===== src/rtl/foc_sample_sequencer.sv =====
`timescale 1ns/1ps
// foc_sample_sequencer
// Captures one phase-current/angle sample per PWM trigger, ships it to the
// Park/Clarke transform over an AXI-stream master port, waits for the d/q
// result on an AXI-stream slave port and presents it on id_out/iq_out.
// Each transaction is bounded by a TIMEOUT_CYC watchdog. Triggers arriving
// while a transaction is in flight are dropped and counted.
//
// Ports
//   clk, reset           : clock, synchronous active-high reset
//   enable, trig         : trigger gate and single-cycle sample strobe
//   ia, ib, theta        : signed phase currents and rotor angle (16 b each)
//   m_axis_*             : packed sample {16'h0, ia, ib, theta} to transform
//   s_axis_*             : transform result, d in [31:16], q in [15:0]
//   id_out, iq_out       : last captured d/q currents
//   done, timeout        : one-cycle completion / abort pulses
//   busy                 : transaction in flight
//   overrun_cnt, timeout_cnt : saturating event counters
module foc_sample_sequencer #(
    parameter int TIMEOUT_CYC = 64,
    parameter int CNT_W       = 8
) (
    input  logic             clk,
    input  logic             reset,
    input  logic             enable,
    input  logic             trig,
    input  logic [15:0]      ia,
    input  logic [15:0]      ib,
    input  logic [15:0]      theta,
    output logic [63:0]      m_axis_tdata,
    output logic             m_axis_tvalid,
    input  logic             m_axis_tready,
    input  logic [63:0]      s_axis_tdata,
    input  logic             s_axis_tvalid,
    output logic             s_axis_tready,
    output logic [15:0]      id_out,
    output logic [15:0]      iq_out,
    output logic             done,
    output logic             busy,
    output logic             timeout,
    output logic [CNT_W-1:0] overrun_cnt,
    output logic [CNT_W-1:0] timeout_cnt
);

    localparam int TO_W = $clog2(TIMEOUT_CYC + 1);
    localparam logic [TO_W-1:0] TO_LAST = TO_W'(TIMEOUT_CYC - 1);

    typedef enum logic [1:0] {
        IDLE = 2'd0,
        SEND = 2'd1,
        WAIT = 2'd2
    } state_t;

    // Counter increment that sticks at all-ones instead of wrapping.
    function automatic logic [CNT_W-1:0] sat_inc(input logic [CNT_W-1:0] v);
        return (v == {CNT_W{1'b1}}) ? v : v + CNT_W'(1);
    endfunction

    state_t          state_r, state_s;
    logic [TO_W-1:0] tcnt_r, tcnt_s;
    logic            accept_s;
    logic            overrun_s;
    logic            done_s;
    logic            abort_s;
    logic [63:0]     tdata_r;
    logic            tvalid_r, s_tready_r, busy_r, done_r, timeout_r;
    logic [15:0]     id_r, iq_r;
    logic [CNT_W-1:0] ovr_cnt_r, to_cnt_r;

    // Upper result word carries no information for this block.
    logic unused_tdata_s;
    assign unused_tdata_s = ^s_axis_tdata[63:32];

    // Next-state, watchdog and event decode.
    always_comb begin
        state_s   = state_r;
        tcnt_s    = tcnt_r;
        done_s    = 1'b0;
        abort_s   = 1'b0;
        accept_s  = (state_r == IDLE) && trig && enable;
        overrun_s = (state_r != IDLE) && trig && enable;
        case (state_r)
            IDLE: begin
                if (accept_s) begin
                    state_s = SEND;
                    tcnt_s  = '0;
                end else begin
                    state_s = IDLE;
                end
            end
            SEND: begin
                // Watchdog has priority here: only a captured result counts
                // as completion, a handshake alone does not.
                if (tcnt_r == TO_LAST) begin
                    abort_s = 1'b1;
                    state_s = IDLE;
                end else if (m_axis_tready) begin
                    state_s = WAIT;
                    tcnt_s  = tcnt_r + TO_W'(1);
                end else begin
                    tcnt_s  = tcnt_r + TO_W'(1);
                end
            end
            WAIT: begin
                // A result arriving on the threshold edge still completes.
                if (s_axis_tvalid) begin
                    done_s  = 1'b1;
                    state_s = IDLE;
                end else if (tcnt_r == TO_LAST) begin
                    abort_s = 1'b1;
                    state_s = IDLE;
                end else begin
                    tcnt_s  = tcnt_r + TO_W'(1);
                end
            end
            default: begin
                state_s = IDLE;
            end
        endcase
    end

    // State, sample latch, result capture and registered outputs.
    always_ff @(posedge clk) begin
        if (reset) begin
            state_r    <= IDLE;
            tcnt_r     <= '0;
            tdata_r    <= 64'h0;
            tvalid_r   <= 1'b0;
            s_tready_r <= 1'b0;
            busy_r     <= 1'b0;
            done_r     <= 1'b0;
            timeout_r  <= 1'b0;
            id_r       <= 16'h0;
            iq_r       <= 16'h0;
            ovr_cnt_r  <= '0;
            to_cnt_r   <= '0;
        end else begin
            state_r    <= state_s;
            tcnt_r     <= tcnt_s;
            tvalid_r   <= (state_s == SEND);
            s_tready_r <= (state_s == WAIT);
            busy_r     <= (state_s != IDLE);
            done_r     <= done_s;
            timeout_r  <= abort_s;
            if (accept_s) begin
                tdata_r <= {16'h0000, ia, ib, theta};
            end
            if (done_s) begin
                id_r <= s_axis_tdata[31:16];
                iq_r <= s_axis_tdata[15:0];
            end
            if (overrun_s) begin
                ovr_cnt_r <= sat_inc(ovr_cnt_r);
            end
            if (abort_s) begin
                to_cnt_r <= sat_inc(to_cnt_r);
            end
        end
    end

    assign m_axis_tdata  = tdata_r;
    assign m_axis_tvalid = tvalid_r;
    assign s_axis_tready = s_tready_r;
    assign id_out        = id_r;
    assign iq_out        = iq_r;
    assign done          = done_r;
    assign busy          = busy_r;
    assign timeout       = timeout_r;
    assign overrun_cnt   = ovr_cnt_r;
    assign timeout_cnt   = to_cnt_r;

endmodule


===== config.mk =====
export PLATFORM = sky130hd
export DESIGN_NAME = foc_sample_sequencer
export DESIGN_NICKNAME = d
export VERILOG_FILES = /design/src/rtl/foc_sample_sequencer.sv
export SDC_FILE = /design/constraint.sdc
export NUM_CORES = 1
export LEC_CHECK = 0
export ABC_AREA = 1
export BUFFER_PORTS_ARGS = -buffer_cell sky130_fd_sc_hd__buf_2
export CORE_AREA = 5 5 107 109
export CTS_CLUSTER_SIZE = 12
export DETAILED_ROUTE_END_ITERATION = 7
export DIE_AREA = 0 0 112 114
export GPL_TIMING_DRIVEN = 1
export HOLD_SLACK_MARGIN = 0.12
export PLACE_DENSITY = 0.78
export SETUP_SLACK_MARGIN = 0.5
export SLEW_MARGIN = 0
export SYNTH_ARGS = -nofsm -noshare
export SYNTH_HDL_FRONTEND = slang
export SYNTH_SLANG_ARGS = --single-unit

===== constraint.sdc =====
create_clock -name clk -period 1.9 [get_ports clk]
set_clock_uncertainty 0.1 [all_clocks]
set_input_delay 0.285 -clock clk [delete_from_list [all_inputs] [get_ports clk]]
set_output_delay 0.285 -clock clk [all_outputs]
set_load 0.005 [all_outputs]

==> out/results.tsv, run 1 <==
stage	metric	value	unit
status	status	completed	
place	hpwl dp	8.07	mm
die	Die ar.	0.0128	mm²
die	core box area	0.0105	mm²
routing	vias per inst	5.07	
die	Ports	235	
yosys	Synth Area in XOR/XNOR	0.0155	
yosys	Top FF cell, synth	dfxtp_1	
routing	first drt pass iteration count	5	
yosys	post-synth top area share	0.488	
routing	WL final	18.3	mm
yosys	post-synthesis mux area share	0	
layout	share of cells above drive strength 1	0.507	
global_route	Global Route Usage Sum	0.215	
power	worst vdd ir	0.438	mV
layout	most frequent cells in the layout	buf_2, dfxtp_1, dlygate4sd3_1	
yosys	YS warnings	0	
timing	slew margin rel.	0.584	
die	Die Width	112	µm
setup_path	Crit path max-delay family	flip-flops	
setup_path	CP Capture Type	register	
place	dpl ws	279	ps
yosys	Post-synth EDFFs	0	
yosys	Yosys top cell by area	dfxtp_1	
routing	DRT antenna net count	0	
yosys	Synth Area in Simple Gates	0.184	
power	Cell Pwr Density	597	mW/mm²
setup_path	Crit Path Class	reg2reg	
timing	worst hold slack	116	ps
power	P_leak	3.72	nW
layout	final std cell area, no fill	0.00824	mm²
routing	number of DRC markers in iteration 0	361	
setup_path	Critical Path, Cell by Cell	inv_4, ha_4, inv_4, o21ai_4, inv_2, nor2_4, buf_4, nand3_2, a21oi_2	
place	Placer Congestion	0.826	
yosys	Adder-Cell Fraction of Synth Area	0.0194	
layout	layout net count	1032	
setup_path	critical-path maximum fanout	6	
clock_network	Root Driver	clkbuf_8	
yosys	top post-synthesis cells by area	dfxtp_1, o21ai_0, nor2_1, a21oi_1, inv_1	
timing	final setup violation count	0	
yosys	Yosys cell types	29	
clock_network	TritonCTS buffer count	9	
layout	Area growth syn-to-layout	82.4	%
yosys	register area share after synthesis	0.488	
yosys	mapped cell area	0.00452	mm²
global_route	first-pass GRT wire length	22.6	mm
timing	Final WS setup	263	ps
timing	crit share post-route	0.862	
clock_network	Clk Latency, worst-skew pair	380	ps
yosys	post-synthesis compound-gate area fraction	0.172	
place	Placement Cell Area	0.00564	mm²
setup_path	worst path arrival time	1850	ps
routing	vias	5335	
yosys	FF+latch count, synth	110	
setup_path	max incr delay on CP	380	ps
yosys	Syn Inst Count	596	
timing	worst slew pin tran	623	ps
setup_path	CP dominant cell by count	inv_4	
global_route	initial antenna violation count	0	
setup_path	Critical-path top delay cell	dfxtp_4	
layout	Antenna Diode Count	0	
die	std cell rows	38	
clock_network	CTS Sinks	110	
routing	DRC	0	
yosys	Post-Syn Area per Cell	7.58	µm²
timing	TNS Setup	0	ps
yosys	largest family of logic cells by synthesized area	simple AND/OR/NAND/NOR gates	
place	Port-buffer cells	186	
power	Design Power	0.00491	W
layout	commonest non-fill, non-tap cell in the layout	buf_2	
run	Max Cap Viol	0	
setup_path	CP startpoint kind	register	
global_route	total congestion overflow	0	
clock_network	Clock Path Buffers	2	
yosys	ys async rst share	0	
global_route	largest net degree at the start of global routing	33	
setup_path	crit path buf inv count	4	
timing	max-slew violations	0	
die	die span in y	114	µm
clock_network	CTS tree	built	
timing	RSZ-0062 raised after global routing	yes	
die	Initial Util	0.430	
timing	f_max	611	MHz
timing	time the worst path needs with I/O delays and setup	1640	ps
setup_path	data required time of the worst path	2110	ps
global_route	number of global-route vias before repair	4773	
hold_path	HP Class	in2reg	
routing	WL/cell	17.4	µm
clock_network	htree depth	3	
timing	Final Hold Viols	0	
clock_network	CTS clock-pin slew for the worst setup and hold paths	110	ps
==> power by group <==
| group | total, W | internal (W) | switching (W) |
|---|---|---|---|
| combinational | 0.000873 | 0.000444 | 0.000429 |
| sequential | 0.00242 | 0.00238 | 0.0000455 |
| clock | 0.00162 | 0.000786 | 0.000832 |
| total | 0.00491 | 0.00361 | 0.00131 |
==> synth_stat cells, types with 6 or more instances <==
cell type	n
a21oi_1	62
buf_2	9
buf_4	16
clkbuf_1	18
dfxtp_1	110
ha_1	7
inv_1	74
inv_2	6
nand2_1	61
nand3_1	22
nor2_1	92
o21ai_0	81
o21ai_1	6
xor2_1	8
==> cell type report <==
class	instances	area, µm²
repair buffers	326	2530
fillers	591	2270
inverters	82	342
multi-input cells	378	2730
well taps	140	175
clock inverters	6	92.6
flip-flops and latches	110	2230
clock buffers	10	138
==> path summary, 6_finish.rpt <==
path,startpoint,end,slack (ps),cells past startpoint
hold reg to reg,m_axis_tdata[47]$_SDFFE_PP0P_,m_axis_tdata[47]$_SDFFE_PP0P_,350,2
setup reg to reg,state_r[0]$_SDFF_PP0_,timeout_cnt[5]$_SDFFE_PP0P_,260,9
setup / recovery,state_r[0]$_SDFF_PP0_,timeout_cnt[5]$_SDFFE_PP0P_,260,9
hold / removal,s_axis_tdata[26],id_out[10]$_SDFFE_PP0P_,120,3
==> cells by family after synthesis <==
family | count (synthesis)
simple gates | 192
compound gates | 153
buf+inv | 125
flops | 110
xor+xnor | 8
fa+ha+maj | 7
other cells | 1
==> per-stage QoR <==
step | cells | util
after global routing | 1052 | 0.784
final | 1052 | 0.784
after CTS | 1017 | 0.669
after global placement | 905 | 0.537
after floorplan | 611 | -
after detailed placement | 905 | 0.537
==> registers in the layout (all words and copies together), names as in the netlist <==
register,flops
id_out,16
busy,1
state_r,2
s_axis_tready,1
done,1
tcnt_r,7
m_axis_tvalid,1
m_axis_tdata,48
timeout,1
iq_out,16
timeout_cnt,8
overrun_cnt,8
==> layer usage <==
metal  up-vias  part of all wire  GRT usage
li1       2491                 -          -
met1      2502              0.37      0.246
met2       281              0.51      0.376
met3        61             0.080     0.0621
met4         0             0.041     0.0938
met5         -                 0          0
==> worst reg2reg max path, delay by kind of cell, from the launching register on <==
kind / cells / cell delay, ps
DFF: 1 / 380
and+or+nand+nor: 2 / 250
buffers and inverters: 4 / 340
adders and majority gates: 1 / 180
AOI/OAI and AO/OA: 2 / 320
==> repair_timing <==
action                                  4_1_cts  5_1_grt
cloned                                        3       13
hold buffers                                 77        2
gates resized for setup                      64      242
endpoints found under the hold margin        77        2
pin swaps                                    17       65
endpoints found under the setup margin      108      111
setup buffers                                16       20
No activity file was read; power rests on OpenSTA's default activity.
==> run 2: changes to the inputs <==
CELL_PAD_IN_SITES_DETAIL_PLACEMENT = 0   (was default)
CELL_PAD_IN_SITES_GLOBAL_PLACEMENT = 1   (was default)
CORE_AREA = 5 5 127 129   (was 5 5 107 109)
DIE_AREA = 0 0 132 134   (was 0 0 112 114)
PLACE_DENSITY = default   (was 0.78)
PLACE_DENSITY_LB_ADDON = 0.1   (was default)
==> out/results.tsv, run 2 (same netlist as run 1, synthesis figures left out) <==
stage	metric	value	unit	change
status	status	completed		unchanged
setup_path	Critical-path top delay cell	dfxtp_4		unchanged
power	Reg power frac	0.462		was 0.493
layout	share of cells above drive strength 1	0.419		was 0.507
clock_network	htree depth	3		unchanged
global_route	total congestion overflow	0		unchanged
global_route	number of global-route vias before repair	4479		was 4,773
die	core box area	0.0149	mm²	was 0.0105 mm²
layout	max FFs per register	48		unchanged
global_route	Global Route Usage Sum	0.151		was 0.215
routing	DRC	0		unchanged
layout	layout net count	1013		was 1,032
setup_path	Crit path max-delay family	buffers and inverters		was flip-flops
setup_path	worst path arrival time	1650	ps	was 1850 ps
place	Placer Congestion	0.735		was 0.826
timing	final setup violation count	0		unchanged
routing	first drt pass iteration count	4		was 5
setup_path	Crit Path Class	reg2reg		unchanged
layout	Final Util	0.516		was 0.784
global_route	first-pass GRT wire length	22.2	mm	was 22.6 mm
setup_path	R2R Setup Slk	390	ps	was 260 ps
layout	final std cell area, no fill	0.00770	mm²	was 0.00824 mm²
layout	sequential cell area	0.00223	mm²	about the same
setup_path	max incr delay on CP	370	ps	was 380 ps
layout	Fillers	1405		was 591
setup_path	critical-path maximum fanout	5		was 6
setup_path	data required time of the worst path	2050	ps	was 2110 ps
power	Sw Share	0.242		was 0.266
global_route	initial antenna violation count	0		unchanged
place	Placement Cell Area	0.00565	mm²	was 0.00564 mm²
clock_network	CTS tree	built		unchanged
die	std cell rows	45		was 38
power	P_leak	3.51	nW	was 3.72 nW
routing	WL final	14.9	mm	was 18.3 mm
timing	Final Hold Viols	0		unchanged
routing	DRT antenna net count	0		unchanged
layout	most frequent cells in the layout	buf_2, dfxtp_1, nor2_1		was buf_2, dfxtp_1, dlygate4sd3_1
hold_path	WHS Path Cells	3		unchanged
timing	crit share post-route	0.792		was 0.862
routing	metal2 WL	7.45	mm	was 9.38 mm
place	Port-buffer cells	186		unchanged
setup_path	CP Capture Type	register		unchanged
timing	time the worst path needs with I/O delays and setup	1510	ps	was 1640 ps
power	combinational fraction of design power	0.140		was 0.178
die	Initial Util	0.303		was 0.430
setup_path	CP startpoint kind	register		unchanged
clock_network	Root Driver	clkbuf_16		was clkbuf_8
clock_network	CTS Sinks	110		unchanged
timing	TNS Setup	0	ps	unchanged
layout	multi-input logic area	0.00230	mm²	was 0.00273 mm²
layout	commonest non-fill, non-tap cell in the layout	buf_2		unchanged
power	Cell Pwr Density	679	mW/mm²	was 597 mW/mm²
hold_path	hold worst-path end	m_axis_tdata[8]$_SDFFE_PP0P_		was id_out[10]$_SDFFE_PP0P_
clock_network	TritonCTS buffer count	9		unchanged
routing	number of DRC markers in iteration 0	210		was 361
setup_path	CP dominant cell by count	nor2_1		was inv_4
timing	f_max	664	MHz	was 611 MHz
power	Clk pwr share	0.398		was 0.329
setup_path	Register-to-Register Path Depth	9		unchanged
place	hpwl dp	8.93	mm	was 8.07 mm
power	worst vdd ir	0.446	mV	was 0.438 mV
place	dpl ws	159	ps	was 279 ps
routing	vias	4738		was 5,335
clock_network	Clock Path Buffers	2		unchanged
die	Ports	235		unchanged
clock_network	Clk Latency, worst-skew pair	350	ps	was 380 ps
layout	Area growth syn-to-layout	70.5	%	was 82.4%
routing	vias per inst	4.38		was 5.07
routing	metal3 WL	976	µm	was 1.46 mm
power	Psw	0.00126	W	was 0.00131 W
timing	worst hold slack	116	ps	about the same
layout	Antenna Diode Count	0		unchanged
timing	max-slew violations	0		unchanged
timing	RSZ-0062 raised after global routing	yes		unchanged
setup_path	crit path buf inv count	4		unchanged
clock_network	CTS clock-pin slew for the worst setup and hold paths	80	ps	was 110 ps
die	Die ar.	0.0177	mm²	was 0.0128 mm²
setup_path	Critical Path, Cell by Cell	buf_4, ha_1, inv_2, o21ai_4, buf_12, nand3_4, inv_4, nor2_1, nor2_1		was inv_4, ha_4, inv_4, o21ai_4, inv_2, nor2_4, buf_4, nand3_2, a21oi_2
setup_path	Reg-to-Reg End	timeout_cnt[1]$_SDFFE_PP0P_		was timeout_cnt[5]$_SDFFE_PP0P_
global_route	largest net degree at the start of global routing	60		was 33
run	Max Cap Viol	0		unchanged
routing	DR top layer	met4		unchanged
routing	DRT met1 WL	6.41	mm	was 6.74 mm
power	P_int	0.00397	W	was 0.00361 W
die	die span in y	134	µm	was 114 µm
setup_path	FF-to-FF Start	state_r[0]$_SDFF_PP0_		unchanged
hold_path	hold wc startpoint	theta[8]		was s_axis_tdata[26]
routing	WL/cell	13.8	µm	was 17.4 µm
hold_path	HP Class	in2reg		unchanged
timing	Final WS setup	395	ps	was 263 ps
die	Die Width	132	µm	was 112 µm
run 2: cell types whose count changed in the layout (fill, tap and decap cells not counted), moves of 8 or more:
cell / before / now
a21oi_1: 12 / 28
a21oi_2: 44 / 33
clkbuf_8: 10 / 1
nand2_1: 44 / 54
nand2_2: 13 / 5
nor2_1: 55 / 86
nor2_2: 15 / 6
nor2_4: 29 / 7
o21ai_0: 25 / 55
o21ai_1: 28 / 13
o21ai_2: 27 / 19
run 2: layer usage:
metal  up-vias  global-route usage
met4         0              0.0303
li1       2437                   -
met2       136               0.254
met1      2160               0.184
met5         -                   0
met3         5              0.0608
run 2: area by class of cell:
class | count | share of cell area
Clock inverter | 5 | 0.0106
Inverter | 82 | 0.0426
Multi-Input combinational cell | 378 | 0.299
Sequential cell | 110 | 0.289
Tap cell | 188 | 0.0305
Timing Repair Buffer | 307 | 0.297
Clock buffer | 11 | 0.0315
run 2: power by group through the flow:
stage / sequential [W] / clock [W] / combinational, W
5_1_grt: 0.00243 / 0.00224 / 0.000800
3_3_place_gp: 0.00247 / 0 / 0.000418
4_1_cts: 0.00242 / 0.00215 / 0.000613
3_5_place_dp: 0.00247 / 0 / 0.000422
6_report: 0.00242 / 0.00208 / 0.000731
2_1_floorplan: 0.00248 / 0 / 0.000216
run 2: worst max path at each step:
stage          cells after the start  slack (ps)                             to                  start
2_1_floorplan                     10         500         tcnt_r[5]$_SDFFE_PP0P_  state_r[0]$_SDFF_PP0_
3_3_place_gp                       6         240  m_axis_tdata[37]$_SDFFE_PP0P_  state_r[0]$_SDFF_PP0_
3_5_place_dp                       6         160  m_axis_tdata[37]$_SDFFE_PP0P_  state_r[0]$_SDFF_PP0_
4_1_cts                            8         390    timeout_cnt[6]$_SDFFE_PP0P_  state_r[1]$_SDFF_PP0_
5_1_grt                            6         300   m_axis_tdata[6]$_SDFFE_PP0P_  state_r[1]$_SDFF_PP0_
6_report                           9         390    timeout_cnt[1]$_SDFFE_PP0P_  state_r[0]$_SDFF_PP0_
run 2: worst register-to-register path, stage by stage (launching register included):
cell     delay, ps
dfxtp_4        370
buf_4          130
ha_1           200
inv_2          100
o21ai_4         80
buf_12         130
nand3_4        120
inv_4           40
nor2_1          80
nor2_1          50
run 2: through the flow:
step / cells / total power (W)
final: 1081 / 0.00523
after global routing: 1081 / 0.00547
after CTS: 1058 / 0.00519
after detailed placement: 950 / 0.00290
after global placement: 950 / 0.00289
after floorplan: 611 / 0.00270
run 2: what timing repair did:
action                                  CTS  global route
endpoints found under the setup margin   76           110
pin swaps                                 9            43
hold buffers                             73             3
gates resized for setup                  41           121
setup buffers                            14            14
cloned                                    5             6
hold endpoints to repair                 73             3
